===== src/rtl/fifo_ext.sv =====
// Single-clock FIFO with fill level, optional FWFT read mode, sync clear and sticky error flags.
// Define FIFO_ERR_FLAGS_EN to build the overflow/underflow logic; otherwise both outputs read 0.
module fifo_ext #(
  parameter int unsigned DATA_WIDTH  = 128,
  parameter int unsigned DEPTH       = 16,
  parameter int unsigned ALMOST_MTY  = 1,
  parameter int unsigned ALMOST_FULL = 1,
  parameter int unsigned FWFT        = 0
) (
  input  logic                    clk,
  input  logic                    arst,
  input  logic                    srst,
  input  logic                    wr,
  input  logic                    rd,
  input  logic [DATA_WIDTH-1:0]   data,
  output logic [DATA_WIDTH-1:0]   q,
  output logic [$clog2(DEPTH):0]  level,
  output logic                    full,
  output logic                    almost_full,
  output logic                    mty,
  output logic                    almost_mty,
  output logic                    overflow,
  output logic                    underflow
);

  localparam int unsigned AW = $clog2(DEPTH);
  localparam int unsigned LW = AW + 1;

  if (DEPTH < 2 || (DEPTH & (DEPTH - 1)) != 0) begin : g_bad_depth
    $error("fifo_ext: DEPTH must be a power of 2 and >= 2");
  end
  if (ALMOST_MTY >= DEPTH) begin : g_bad_amty
    $error("fifo_ext: ALMOST_MTY must be < DEPTH");
  end
  if (ALMOST_FULL >= DEPTH) begin : g_bad_afull
    $error("fifo_ext: ALMOST_FULL must be < DEPTH");
  end

  logic [DATA_WIDTH-1:0] r_mem [DEPTH];
  logic [AW:0]           r_wr_ptr;
  logic [AW:0]           r_rd_ptr;
  logic [DATA_WIDTH-1:0] r_q;
  logic                  r_full;
  logic                  r_almost_full;
  logic                  r_mty;
  logic                  r_almost_mty;

  logic [LW-1:0]         w_level;
  logic [LW-1:0]         w_level_next;
  logic                  w_rd_acc;
  logic                  w_wr_acc;
  logic [AW-1:0]         w_head_addr;
  logic [DATA_WIDTH-1:0] w_q_next;

  // The wrap bit makes the pointer difference an exact 0..DEPTH count.
  always_comb begin
    w_level      = r_wr_ptr - r_rd_ptr;
    w_rd_acc     = rd & ~r_mty;
    w_wr_acc     = wr & (~r_full | w_rd_acc);
    w_level_next = w_level + LW'(w_wr_acc) - LW'(w_rd_acc);
  end

  if (FWFT != 0) begin : g_fwft
    always_comb begin
      w_head_addr = r_rd_ptr[AW-1:0] + AW'(w_rd_acc);
      w_q_next    = r_q;
      if (w_level_next != '0) begin
        // Nothing left in memory after the read: the head is the word being written now.
        if (w_level == LW'(w_rd_acc)) w_q_next = data;
        else                          w_q_next = r_mem[w_head_addr];
      end
    end
  end else begin : g_std
    always_comb begin
      w_head_addr = r_rd_ptr[AW-1:0];
      w_q_next    = w_rd_acc ? r_mem[w_head_addr] : r_q;
    end
  end

  always_ff @(posedge clk) begin
    if (w_wr_acc && !srst) r_mem[r_wr_ptr[AW-1:0]] <= data;
  end

  always_ff @(posedge clk or posedge arst) begin
    if (arst) begin
      r_wr_ptr      <= '0;
      r_rd_ptr      <= '0;
      r_q           <= '0;
      r_full        <= 1'b0;
      r_almost_full <= 1'b0;
      r_mty         <= 1'b1;
      r_almost_mty  <= 1'b1;
    end else if (srst) begin
      r_wr_ptr      <= '0;
      r_rd_ptr      <= '0;
      r_q           <= '0;
      r_full        <= 1'b0;
      r_almost_full <= 1'b0;
      r_mty         <= 1'b1;
      r_almost_mty  <= 1'b1;
    end else begin
      if (w_wr_acc) r_wr_ptr <= r_wr_ptr + 1'b1;
      if (w_rd_acc) r_rd_ptr <= r_rd_ptr + 1'b1;
      r_q           <= w_q_next;
      r_full        <= (w_level_next == LW'(DEPTH));
      r_almost_full <= (w_level_next >= LW'(DEPTH - ALMOST_FULL));
      r_mty         <= (w_level_next == '0);
      r_almost_mty  <= (w_level_next <= LW'(ALMOST_MTY));
    end
  end

`ifdef FIFO_ERR_FLAGS_EN
  logic r_overflow;
  logic r_underflow;

  always_ff @(posedge clk or posedge arst) begin
    if (arst) begin
      r_overflow  <= 1'b0;
      r_underflow <= 1'b0;
    end else if (srst) begin
      r_overflow  <= 1'b0;
      r_underflow <= 1'b0;
    end else begin
      if (wr && !w_wr_acc) r_overflow  <= 1'b1;
      if (rd && r_mty)     r_underflow <= 1'b1;
    end
  end

  assign overflow  = r_overflow;
  assign underflow = r_underflow;
`else
  assign overflow  = 1'b0;
  assign underflow = 1'b0;
`endif

  assign q           = r_q;
  assign level       = w_level;
  assign full        = r_full;
  assign almost_full = r_almost_full;
  assign mty         = r_mty;
  assign almost_mty  = r_almost_mty;

endmodule


===== config.mk =====
export PLATFORM = sky130hd
export DESIGN_NAME = fifo_ext
export DESIGN_NICKNAME = d
export VERILOG_FILES = /design/src/rtl/fifo_ext.sv
export SDC_FILE = /design/constraint.sdc
export NUM_CORES = 2
export LEC_CHECK = 0
export ABC_CLOCK_PERIOD_IN_PS = 14600
export CORE_UTILIZATION = 40
export DETAILED_ROUTE_END_ITERATION = 16
export SETUP_SLACK_MARGIN = 0.3
export SYNTH_ARGS = -nofsm -noshare
export SYNTH_HDL_FRONTEND = slang
export SYNTH_SLANG_ARGS = --single-unit

===== constraint.sdc =====
create_clock -name clk -period 14.6 [get_ports clk]
set_clock_uncertainty 0.2 [all_clocks]
set_input_delay 1.46 -clock clk [delete_from_list [all_inputs] [get_ports clk]]
set_output_delay 1.46 -clock clk [all_outputs]
set_load 0.02 [all_outputs]

==> metrics.md <==
| Metric | Value |
|---|---|
| Vias | `slightly above 40000` |
| Post-CTS Setup Bufs | `0` |
| Reg clk slew, reported paths | `~0.06 ns` |
| Most instantiated cells after synthesis | `edfxtp_1, nand2_1, mux4_2, nand3_1, dfrtp_1` |
| Netlist cell types | `43` |
| HP Class | `flip-flop to flip-flop` |
| EDFF count, synth | `2048` |
| Max Transition Viols Final | `0` |
| Die Height | `about 460 um` |
| Clock Tree Root | `clkbuf_16` |
| Hold-fix buffers, CTS | `0` |
| Vias in the first global route | `roughly 42000` |
| Worst-path fanout max | `45` |
| Critical path's slowest cell | `dfrtp_4` |
| Area delta synth->final | `15.90%` |
| Max-slew headroom | `19.39%` |
| Sequential share of the synthesized area | `78.50%` |
| Async SR Flop Fraction | `under 10%` |
| Register Area | `65070 um2` |
| Pwr dens | `about 150 nW/um2` |
| Cts bufs inserted | `about 210` |
| Std cell rows | `166` |
| Largest net degree at the start of global routing | `between 100 and 150` |
| Crit path launch | `r_rd_ptr[0]` |
| Avg WL per Cell | `29.34 um` |
| H-tree levels | `4` |
| Non-Filler Instances | `~7200` |
| CTS tree | `built` |
| GR Overflow Total | `0` |
| Synth area leader | `edfxtp_1` |
| Drt drc | `0` |
| Crit start category | `flip-flop` |
| CTS Buffer Depth | `3` |
| Drt total wl | `210100 um` |
| IO Pins | `272` |
| Area of the multi-input gates | `16890 um2` |
| Critical path class | `flip-flop to primary output` |
| Core ar. | `just over 200000 um2` |
| Yosys warns | `0` |
| CTS resizes | `0` |
| Die width | `approximately 460 um` |
| Dominant cells by area after synthesis | `edfxtp_1, mux4_2, dfrtp_1, nand2_1, nand3_1` |
| # setup viols final | `0` |
| Dpl hpwl | `around 110000 um` |
| Min Clock Period, post-route | `around 5.8 ns` |
| R2r startpoint | `r_rd_ptr[0]` |
| Number of nets still failing antenna checks after routing | `0` |
| Buf+Inv Stages, Crit Path | `2` |
| Critical path's largest stage delay | `between 1 and 1.5 ns` |
| Leak | `approximately 30 nW` |
| Synth Cell Area | `about 83000 um2` |
| Cell with the most instances after synthesis | `edfxtp_1` |
| Worst EP arrival | `about 4.1 ns` |
| Worst Hold Launch | `q[42]` |
| Status | `complete, no violations` |
| CP required | `between 10 and 15 ns` |
| IO buf count | `about 270` |
| Hold slack | `about 0.29 ns` |
| Cells after synthesis | `a little under 4000` |
| Starting DRC count in detailed routing | `approximately 3800` |
| Syn_area_per_cell | `approximately 21 um2` |
| Tot GR Track Use | `20.13%` |
| Die ar. | `approximately 210000 um2` |
| Fraction of layout cells with a size suffix above 1 | `about a fifth` |
| Top Family by Delay on Critical Path | `flip-flops` |
| Effective utilization at floorplan | `around two fifths` |
| First-pass GRT wire length | `between 300000 and 400000 um` |
| Max Clk Rate | `~170 MHz` |
| Antenna violations before repair | `38` |
| Pre-Repair DR Iteration Count | `5` |
| Drt via density | `around 5.7` |
| Fill count | `roughly 17000` |
| Clock Sink Count | `2190` |
| Post-synthesis register bit count | `around 2200` |
| Final Power | `0.01396 W` |
| Share of the synthesized area in the top cell type | `between 70% and 80%` |
| Placer Congestion | `0.7341` |
| RSZ-0062 raised after global routing | `no` |
| Period Utilization, post-route | `around two fifths` |
| Setup TNS | `0 ns` |
| Final hold violation count | `0` |
| Maximum VDD drop | `0.1325 mV` |
| Worst slew pin tran | `1.209 ns` |
| Critical Path Sink Type | `primary output` |
| Critical-path cell list | `ha_1 -> inv_1 -> fa_1 -> a21o_2 -> a21oi_1 -> xnor2_1 -> clkdlybuf4s50_1` |
| MaxCap Viol Count | `0` |
| Top FF cell, synth | `edfxtp_1` |
| Placed Cells | `6754` |
| Layout Nets | `4429` |
| Worst skew pair latency | `between 0.8 and 0.9 ns` |
| Core Util, Final | `46.81%` |
==> path summary, 6_finish.rpt <==
path                          endpoint  slack [ns]  depth (start not counted)
hold reg to reg                  q[42]        0.29                          1
min in group asynchronous        q[38]        0.97                          2
hold / removal                   q[42]        0.29                          1
setup / recovery              level[4]        8.84                          7
max in group asynchronous  r_rd_ptr[3]       11.78                          3
setup reg to reg                 q[19]        8.87                          8
==> routing by layer <==
metal,share of wire (%),up-vias,GRT usage (%)
met3,6.1,305,3.986
met4,1.8,28,4.377
met1,43,22370,27.94
li1,-,16870,-
met5,0.086,-,0
met2,49,1320,32.95
==> through the flow <==
stage / worst slack [ns] / cell area, um2
CTS: 8.607 / 96030
global placement: 8.075 / 88790
detailed placement: 8.027 / 88790
global route: 8.290 / 96040
finish: 8.840 / 96050
floorplan: 2.682 / 82870
==> area by class of cell <==
cell class,instances,share of cell area [%]
inverter,17,0.09770
timing repair buffer,343,3.512
tap,2688,3.502
sequential,2190,67.75
clock inverter,105,1.442
antenna,6,0.01563
clock buffer,297,6.098
multi-input combinational,1516,17.59
==> logic make-up (layout without fill, tap and decap cells) <==
kind of cell / Yosys count / in the layout / share of synthesized area [%]
other: 1 / 8 / 0.004525
and+or+nand+nor: 827 / 827 / 4.212
buffers and inverters: 250 / 762 / 1.270
DFF: 2190 / 2190 / 78.50
adders and majority gates: 15 / 15 / 0.2446
AOI/OAI and AO/OA: 149 / 149 / 1.726
xor gates and xnor gates: 11 / 11 / 0.1253
muxes: 512 / 512 / 13.91
==> report_power, final <==
part | internal [W] | switching (W) | total, W
Clock | 0.00323 | 0.00238 | 0.00561
Sequential | 0.00697 | 0.0000938 | 0.00707
Combinational | 0.000594 | 0.000691 | 0.00128
==> cells in the final DEF (no fill, tap or decap), drive strengths merged, types with 2 or more instances in the layout <==
cell type / Yosys / routed
clkbuf: 123 / 297
clkinv: 1 / 72
conb: 1 / 2
nand4: 4 / 4
a21oi: 9 / 9
a21boi: 2 / 2
nand2b: 3 / 3
dfstp: 2 / 2
inv: 16 / 19
nor2: 26 / 26
nor3: 4 / 4
xor2: 4 / 4
xnor2: 7 / 7
a211o: 2 / 2
nand3: 259 / 259
diode: 0 / 6
bufinv: 0 / 23
dfrtp: 140 / 140
buf: 110 / 74
ha: 13 / 13
mux4: 512 / 512
clkinvlp: 0 / 8
a32o: 128 / 128
nand2: 522 / 522
or4: 2 / 2
edfxtp: 2048 / 2048
o21ai: 2 / 2
and2: 2 / 2
fa: 2 / 2
clkdlybuf4s50: 0 / 269
==> worst register-to-register path: stages, from the launching register on <==
cell     delay (ns)
dfrtp_4        1.06
buf_4          0.77
buf_4          0.70
buf_4          0.88
buf_4          0.81
mux4_2         0.64
nand2_1        0.09
nand3_1        0.14
a32o_1         0.33
==> flip-flops by register name, indices dropped and copies added, names as in the netlist <==
| signal | cells |
|---|---|
| almost_full | 1 |
| r_rd_ptr | 5 |
| full | 1 |
| r_wr_ptr | 5 |
| q | 128 |
| almost_mty | 1 |
| mty | 1 |
| r_mem | 2048 |
No activity file was read; power rests on OpenSTA's default activity.
